<file path="src/rtl/mru_tracker.sv">
// rtl/mru_tracker.sv - most-recently-used button recency stack with eviction pulse
module mru_tracker #(
    parameter  int N_BTN = 4,
    parameter  int DEPTH = 3,
    localparam int ID_W  = $clog2(N_BTN + 1),
    localparam int CNT_W = $clog2(DEPTH + 1)
) (
    input  logic             timedClk,
    input  logic             rst,
    input  logic [N_BTN-1:0] btn,
    output logic [N_BTN-1:0] led,
    output logic [ID_W-1:0]  top_id,
    output logic [CNT_W-1:0] count,
    output logic             evict
);

    typedef enum logic [1:0] {
        INIT,
        IDLE,
        UPDATE,
        HOLD
    } state_t;

    state_t            r_state;
    logic [ID_W-1:0]   r_stack [DEPTH];
    logic [ID_W-1:0]   r_pend;
    logic              r_evict;

    logic              w_btn_any;
    logic [ID_W-1:0]   w_low_id;
    logic              w_hit;
    logic [CNT_W-1:0]  w_hit_pos;
    logic              w_full;
    logic [ID_W-1:0]   w_next_stack [DEPTH];

    // Pick the lowest-numbered pressed button; higher ones are ignored.
    always_comb begin
        w_btn_any = |btn;
        w_low_id  = '0;
        for (int i = N_BTN - 1; i >= 0; i--) begin
            if (btn[i]) begin
                w_low_id = ID_W'(i + 1);
            end
        end
    end

    // Locate the pending ID in the stack; empty entries hold 0 and never match a real ID.
    always_comb begin
        w_hit     = 1'b0;
        w_hit_pos = '0;
        for (int j = 0; j < DEPTH; j++) begin
            if (!w_hit && (r_stack[j] == r_pend)) begin
                w_hit     = 1'b1;
                w_hit_pos = CNT_W'(j);
            end
        end
        w_full = (r_stack[DEPTH-1] != '0);
    end

    // Build the post-update stack: shift entries above the hit (or all on a miss), new ID on top.
    always_comb begin
        for (int i = 0; i < DEPTH; i++) begin
            w_next_stack[i] = r_stack[i];
        end
        w_next_stack[0] = r_pend;
        for (int i = 1; i < DEPTH; i++) begin
            if (!w_hit || (i <= int'(w_hit_pos))) begin
                w_next_stack[i] = r_stack[i-1];
            end
        end
    end

    // Decode LEDs, top entry and occupancy straight from the stack registers.
    always_comb begin
        led   = '0;
        count = '0;
        for (int b = 0; b < N_BTN; b++) begin
            for (int j = 0; j < DEPTH; j++) begin
                if (r_stack[j] == ID_W'(b + 1)) begin
                    led[b] = 1'b1;
                end
            end
        end
        for (int j = 0; j < DEPTH; j++) begin
            if (r_stack[j] != '0) begin
                count = count + CNT_W'(1);
            end
        end
        top_id = r_stack[0];
        evict  = r_evict;
    end

    // Press-detect FSM: one update per press, then wait for full release.
    always_ff @(posedge timedClk or posedge rst) begin
        if (rst) begin
            r_state <= INIT;
            r_pend  <= '0;
            r_evict <= 1'b0;
            for (int i = 0; i < DEPTH; i++) begin
                r_stack[i] <= '0;
            end
        end else begin
            r_evict <= 1'b0;
            case (r_state)
                INIT: begin
                    for (int i = 0; i < DEPTH; i++) begin
                        r_stack[i] <= '0;
                    end
                    // A button still held from before reset must be released first.
                    r_state <= w_btn_any ? HOLD : IDLE;
                end
                IDLE: begin
                    if (w_btn_any) begin
                        r_pend  <= w_low_id;
                        r_state <= UPDATE;
                    end
                end
                UPDATE: begin
                    for (int i = 0; i < DEPTH; i++) begin
                        r_stack[i] <= w_next_stack[i];
                    end
                    r_evict <= !w_hit && w_full;
                    r_state <= HOLD;
                end
                HOLD: begin
                    if (!w_btn_any) begin
                        r_state <= IDLE;
                    end
                end
                default: begin
                    r_state <= INIT;
                end
            endcase
        end
    end

endmodule

</file>
<file path="config.mk">
export PLATFORM = sky130hd
export DESIGN_NAME = mru_tracker
export DESIGN_NICKNAME = d
export VERILOG_FILES = /design/src/rtl/mru_tracker.sv
export SDC_FILE = /design/constraint.sdc
export NUM_CORES = 1
export LEC_CHECK = 0
export ABC_AREA = 1
export BUFFER_PORTS_ARGS = -buffer_cell sky130_fd_sc_hd__clkbuf_2
export CORE_MARGIN = 2
export CORE_UTILIZATION = 59
export CTS_CLUSTER_DIAMETER = 50
export DETAILED_ROUTE_END_ITERATION = 7
export PLACE_DENSITY = 0.83
export SLEW_MARGIN = 20
export SYNTH_ARGS = -nofsm -noshare
export SYNTH_HDL_FRONTEND = slang
export SYNTH_SLANG_ARGS = --single-unit
</file>
<file path="constraint.sdc">
create_clock -name timedClk -period 2.3 [get_ports timedClk]
set_input_delay 0.115 -clock timedClk [delete_from_list [all_inputs] [get_ports timedClk]]
set_output_delay 0.115 -clock timedClk [all_outputs]
set_load 0.02 [all_outputs]
</file>
==> results of run 1 <==
[layer usage]
| layer | vias to the layer above | share of wire [%] | global-route usage [%] |
|---|---|---|---|
| met5 | - | 0 | 0 |
| met4 | 0 | 4.1 | 15.9 |
| met3 | 12 | 7.0 | 3.60 |
| met2 | 40 | 49 | 38.6 |
| met1 | 429 | 40 | 29.1 |
| li1 | 462 | - | - |
[flip-flops by register name, summed over array words and instances (netlist names)]
signal and flops:
evict 1, r_pend 3, r_stack 6, r_state 2, top_id 3
[timing repair]
| item | CTS | global route |
|---|---|---|
| hold buffers | 1 | 0 |
| gates resized for setup | 0 | 0 |
| endpoints found under the hold margin | 15 | 0 |
[worst min-delay path: cells and delay by family]
kind | cells | cell delay, ns
compound gates | 1 | 0.06
buf+inv | 1 | 0.08
simple gates | 1 | 0.05
[stage by stage]
step | worst slack [ns] | area [sq um]
2_1_floorplan | 0.871 | 993
3_3_place_gp | 0.876 | 1070
3_5_place_dp | 0.837 | 1070
4_1_cts | 0.531 | 1100
5_1_grt | 0.374 | 1100
6_report | 0.522 | 1100
[kinds of logic (layout without fill, tap and decap cells)]
| kind of cell | after synthesis | after routing |
|---|---|---|
| and+or+nand+nor | 59 | 59 |
| buffers and inverters | 25 | 42 |
| AOI/OAI and AO/OA | 20 | 20 |
| DFF | 15 | 15 |
| adders and majority gates | 6 | 6 |
| xor gates and xnor gates | 4 | 4 |
[worst paths after layout]
path,start,endpoint
min in group asynchronous,rst,r_stack[3]$_DFFE_PP0P_
setup reg to reg,r_state[0]$_DFFE_PP0P_,r_stack[3]$_DFFE_PP0P_
setup / recovery,r_stack[3]$_DFFE_PP0P_,count[0]
hold / removal,btn[3],r_pend[2]$_DFFE_PP0P_
max in group asynchronous,rst,evict$_DFF_PP0_
hold reg to reg,r_stack[1]$_DFFE_PP0P_,r_stack[1]$_DFFE_PP0P_
[final cells by class]
class	count	area share, %
clock buffer	4	2.38
inverter	22	7.49
multi-input combinational	89	46.5
sequential	15	34.1
tap	16	1.82
timing repair buffer	16	7.72
[report_power, final]
group          switching [uW]  leakage (uW)  internal [uW]
clock network            81.3     0.0000150           67.3
logic                     729      0.000359            394
registers                 132      0.000199            359
[synthesized netlist by cell type]
master    count  area share (%)
o311ai_0      4             3.5
or2_2         1            0.63
o21ai_1       1            0.50
nor3_1        2             1.0
xnor2_1       2             1.8
a21oi_1       2             1.0
nand3b_1      1            0.76
nand4_1       4             2.5
nor2_2        1            0.63
and2_1        1            0.63
nand3_2       1             1.0
ha_1          6             7.6
inv_2         2            0.76
nand2_4       1             1.1
nand3_1      16             8.1
nand2_1      26             9.8
o21ai_0       8             4.0
o22ai_1       5             3.1
nand2_2       1            0.63
dfrtp_1      15              38
xor2_1        2             1.8
inv_1        20             7.6
nor2_1        4             1.5
buf_4         3             2.3
==> results.yml, run 1 <==
layout:
  drive_above_1_share_pct: 17.1
  antenna_cells: 0
  final_cell_mix: "26 x nand2_1, 20 x inv_1, 16 x nand3_1, 15 x dfrtp_1, 15 x clkbuf_2"
  regArea_sq_um: 375
  synthToLayoutAreaGrowth_pct: 11.0
  fillCellCount: 122
  final_cells: 162
  final_common_cell: "nand2_1"
  multi_input_comb_area_sq_um: 513
  final_util_pct: 71.5
  layout.nets: 159
clocking:
  postCtsSetupBuffers: 0
  cts_max_level: 1
  cts_tree: "done"
  cts.sinks: 15
  path_clk_slew_ns: 0.09
  clk_latency_ns: 0.28
  ctsRootBufferMaster: "clkbuf_4"
  clockBufferDepth: 2
  numCtsBuffers: 3
logic_synthesis:
  yosysWarnings: 0
  synth_compound_area_share_pct: 12.2
  yosysSeqAreaShare_pct: 37.8
  synth_top_family_by_area: "simple AND/OR/NAND/NOR gates"
  syn_inst: 129
  synth_area_sq_um: 993
  yosys.area_share.simple_pct: 28.3
  syn_nets: 141
  ys_types: 24
  synthAdderAreaFrac_pct: 7.56
  synthXorXnorAreaFrac_pct: 3.53
  postSynthAreaPerCell_sq_um: 7.70
  synth.area.mux_share_pct: 0
  ys_ff_latch: 15
grt:
  grt_pass1_wl_um: 3510
  grt_pass1_vias: 858
  grt_usage_pct: 23.8
  grt_start_max_net_pins: 16
  grt_overflow: 0
  antenna_found_initial: 0
floorplanning:
  core_area_sq_um: 1540
  die_w_um: 45.0
  start_util_pct: 64.4
  design.portCount: 16
  std_cell_rows: 14
  die-area_sq_um: 2030
  die_h_um: 45.0
route:
  drt-wirelength-per-cell_um: 13.0
  ant_nets: 0
  drt_first_pass_iters: 4
  vias_per_cell: 5.82
  drt_drc_violations_left: 0
  drtIter0Drc: 36
  vias: 943
  wl_um: 2100
critical_path:
  cpPeakStageDelay_ns: 0.45
  regToRegSetupSlack_ns: 0.78
  path_class: "reg2out"
  ff2ff_path_depth: 6
  crit_slowest_cell: "dfrtp_1"
  cp.depth: 4
  cp_num_buf_inv: 1
  cp_max_fo: 7
  crit_family: "flip-flops"
  crit_chain: "nor3_1, ha_1, xor2_1, clkbuf_2"
  endpoint_kind: "output pin"
  critPathArrivalTime_ns: 1.66
  critPathRequiredTime_ns: 2.18
  worstSetupStartpointType: "flop"
job:
  maxCapViolations: 0
timing:
  period_share_pct: 77.3
  slew_headroom_pct: 62.2
  finalHoldViolCount: 0
  fin_hold_ws_ns: 0.0747
  fmax_mhz: 563
  min_period_ns: 1.78
  rsz0062_at_grt: "no"
  fin_setup_tns_ns: 0
  finalSetupViolCount: 0
  slew_violations: 0
  tightestPinTransition_ns: 0.566
  skew_ns: 0.00218
placement:
  placed_cells_incl_taps: 157
  gp_congestion: 0.858
  port_buffers: 15
  dp_hpwl_um: 1660
pwr:
  cellLeakagePower_uw: 0.000572
  p_per_area_nw_per_um2: 1600
  p_total_uw: 1760
  irDropWorstVdd_mv: 0.941
min_path:
  whs_path_depth: 3
  hp-class: "in2reg"
run_status:
  status: "completed"
No activity file was read; power rests on OpenSTA's default activity.
==> run 2: changes to the inputs <==
- ABC_AREA: 1 -> 0
- CORE_UTILIZATION: 59 -> 56
- PLACE_DENSITY: 0.83 -> 0.78
- clock period: 2.3 -> 1.75 ns (I/O delays scaled with it)
==> run 2 against run 1 <==
Critical path depth up 1. Highest routed layer unchanged. Routed wire length rose by 21%. Sequential share of layout area fell by 7.0 points. Global-route usage shrank 2.0 points. Area after synthesis grew 18%. Die area is 22% higher.
==> results.yml, run 2 <==
logic_synthesis:
  yosys.area.top_type: "dfrtp_1"
  syn_nets: 150
  synth_flop_cell: "dfrtp_1"
  ys_ff_latch: 15
  syn_inst: 138
  synthArstFlopShare_pct: 100
  ys_top_cells_by_area: "dfrtp_1 32%, ha_1 6.4%, nand2_1 4.8%"
  yosysSeqAreaShare_pct: 32.1
  ys_types: 32
  yosysWarnings: 0
  synth_area_sq_um: 1170
  synth_edf_count: 0
  synthTopCellsByCount: "15 x dfrtp_1, 15 x nand2_1, 10 x inv_1"
  postSynthAreaPerCell_sq_um: 8.48
  synth_top_area_share_pct: 32.1
timing:
  fmax_mhz: 575
  min_period_ns: 1.74
  tightestPinTransition_ns: 0.561
  period_share_pct: 99.4
  slew_headroom_pct: 62.6
  slew_violations: 0
  worst_slack_ns: 0.0108
  finalSetupViolCount: 0
  rsz0062_at_grt: "yes"
  finalHoldViolCount: 0
  fin_setup_tns_ns: 0
  skew_ns: 0.00837
  fin_hold_ws_ns: 0.0675
grt:
  grt_usage_pct: 21.8
  antenna_found_initial: 0
  grt_pass1_wl_um: 4190
  grt_start_max_net_pins: 16
  grt_pass1_vias: 967
  grt_overflow: 0
placement:
  gp_congestion: 0.889
  pre_cts_slack_ns: 0.229
  port_buffers: 15
  placed_cells_incl_taps: 174
  dp_hpwl_um: 1760
floorplanning:
  start_util_pct: 59.6
  std_cell_rows: 16
  die_w_um: 49.7
  design.portCount: 16
  die_h_um: 49.7
  core_area_sq_um: 1960
  die-area_sq_um: 2470
route:
  drt_drc_violations_left: 0
  vias: 1074
  drtIter0Drc: 13
  drt_first_pass_iters: 4
  wl_um: 2550
  ant_nets: 0
  drt-wirelength-per-cell_um: 13.7
  vias_per_cell: 5.77
pwr:
  cellLeakagePower_uw: 0.000667
  intPower_uw: 1550
  switching_share_pct: 49.4
  p_per_area_nw_per_um2: 2190
  pwr-share-comb_pct: 68.2
  pwr-share-clk_pct: 6.4
  switchingPower_uw: 1510
  seqPwrFrac_pct: 25.4
  irDropWorstVdd_mv: 1.27
clocking:
  clk_latency_ns: 0.28
  numCtsBuffers: 3
  cts_tree: "done"
  path_clk_slew_ns: 0.09
  clockBufferDepth: 2
  cts.sinks: 15
  cts_max_level: 1
  ctsRootBufferMaster: "clkbuf_4"
critical_path:
  crit_start: "r_stack[5]$_DFFE_PP0P_"
  worstSetupStartpointType: "flop"
  critPathRequiredTime_ns: 1.66
  path_class: "reg2out"
  crit_chain: "or3_4, inv_2, ha_4, xnor2_2, buf_4"
  cp_max_fo: 2
  critPathArrivalTime_ns: 1.65
  crit_slowest_cell: "or3_4"
  cpPeakStageDelay_ns: 0.40
  endpoint_kind: "output pin"
  rr_startpoint: "r_stack[3]$_DFFE_PP0P_"
layout:
  top_register: "r_stack"
  drive_above_1_share_pct: 30.2
  antenna_cells: 0
  layout.nets: 172
  final_cells: 186
  fillCellCount: 166
  final_cell_mix: "16 x buf_4, 15 x nand2_1, 13 x clkbuf_2, 12 x dfrtp_1, 9 x inv_1"
  final_util_pct: 71.4
  synthToLayoutAreaGrowth_pct: 19.7
  final_common_cell: "buf_4"
  largest_reg_flops: 6
min_path:
  hp-class: "in2reg"
  worstHoldStart: "btn[2]"
run_status:
  status: "completed"
job:
  maxCapViolations: 0
-- run 2: changes by cell type in the layout (fill, tap and decap cells not counted), sizes merged, moves of 4 or more --
| cell | change |
|---|---|
| o22ai | -4 |
| nand3 | -13 |
| nand2 | -13 |
| inv | -12 |
| or3 | +6 |
| a21oi | +6 |
| o211ai | +6 |
| buf | +17 |
| o311ai | -4 |
| nor3b | +4 |
| xor2 | +5 |
| nand4 | -4 |
-- run 2: layout make-up --
class / instances / area, sq um / share of cell area [%]
well taps: 27 / 33.8 / 2.41
repair buffers: 31 / 200 / 14.3
inverters: 10 / 37.5 / 2.68
clock buffers: 4 / 26.3 / 1.88
multi-input cells: 99 / 723 / 51.7
flip-flops and latches: 15 / 379 / 27.1
-- run 2: logic make-up after synthesis --
family | count (synthesis) | share of synthesized area (%)
xor+xnor | 8 | 7.91
compound gates | 34 | 18.4
fa+ha+maj | 6 | 6.42
simple gates | 50 | 24.3
flops | 15 | 32.1
mux | 1 | 1.28
buf+inv | 24 | 9.63
-- run 2: through the flow --
stage | total power (uW) | cell area, sq um
2_1_floorplan | 2080 | 1170
3_3_place_gp | 2470 | 1260
3_5_place_dp | 2530 | 1260
4_1_cts | 2790 | 1320
5_1_grt | 3320 | 1400
6_report | 3060 | 1400
-- run 2: final timing paths --
kind | end | slack [ns] | cells after the start
setup / recovery | count[0] | 0.01 | 5
hold / removal | r_pend[1]$_DFFE_PP0P_ | 0.07 | 3
setup reg to reg | evict$_DFF_PP0_ | 0.12 | 6
max in group asynchronous | top_id[2]$_DFFE_PP0P_ | 0.96 | 3
min in group asynchronous | r_pend[2]$_DFFE_PP0P_ | 0.39 | 3
hold reg to reg | r_state[0]$_DFFE_PP0P_ | 0.61 | 2
-- run 2: metal layers --
layer,GRT usage (%),share of wire (%)
met5,0,0
met4,6.94,1.2
met3,3.64,3.1
met2,38.4,53
met1,27.0,42
-- run 2: timing repair --
action | CTS | global route
setup endpoints to repair | 1 | 2
hold buffers | 1 | 0
gates cloned | 0 | 0
resized for setup | 3 | 11
pin swaps | 1 | 3
buffers inserted | 1 | 6
endpoints found under the hold margin | 15 | 0
-- run 2: critical path, delay by kind of cell (launching register included) --
| kind | cells | cell delay (ns) |
|---|---|---|
| fa+ha+maj | 1 | 0.19 |
| buf+inv | 2 | 0.23 |
| xor+xnor | 1 | 0.15 |
| flops | 1 | 0.39 |
| simple gates | 1 | 0.40 |
-- run 2: power by group through the flow --
stage	registers (uW)	logic [uW]	clock network, uW
2_1_floorplan	582	1500	0
3_3_place_gp	758	1710	0
3_5_place_dp	765	1770	0
4_1_cts	765	1830	201
5_1_grt	804	2290	230
6_report	779	2090	197
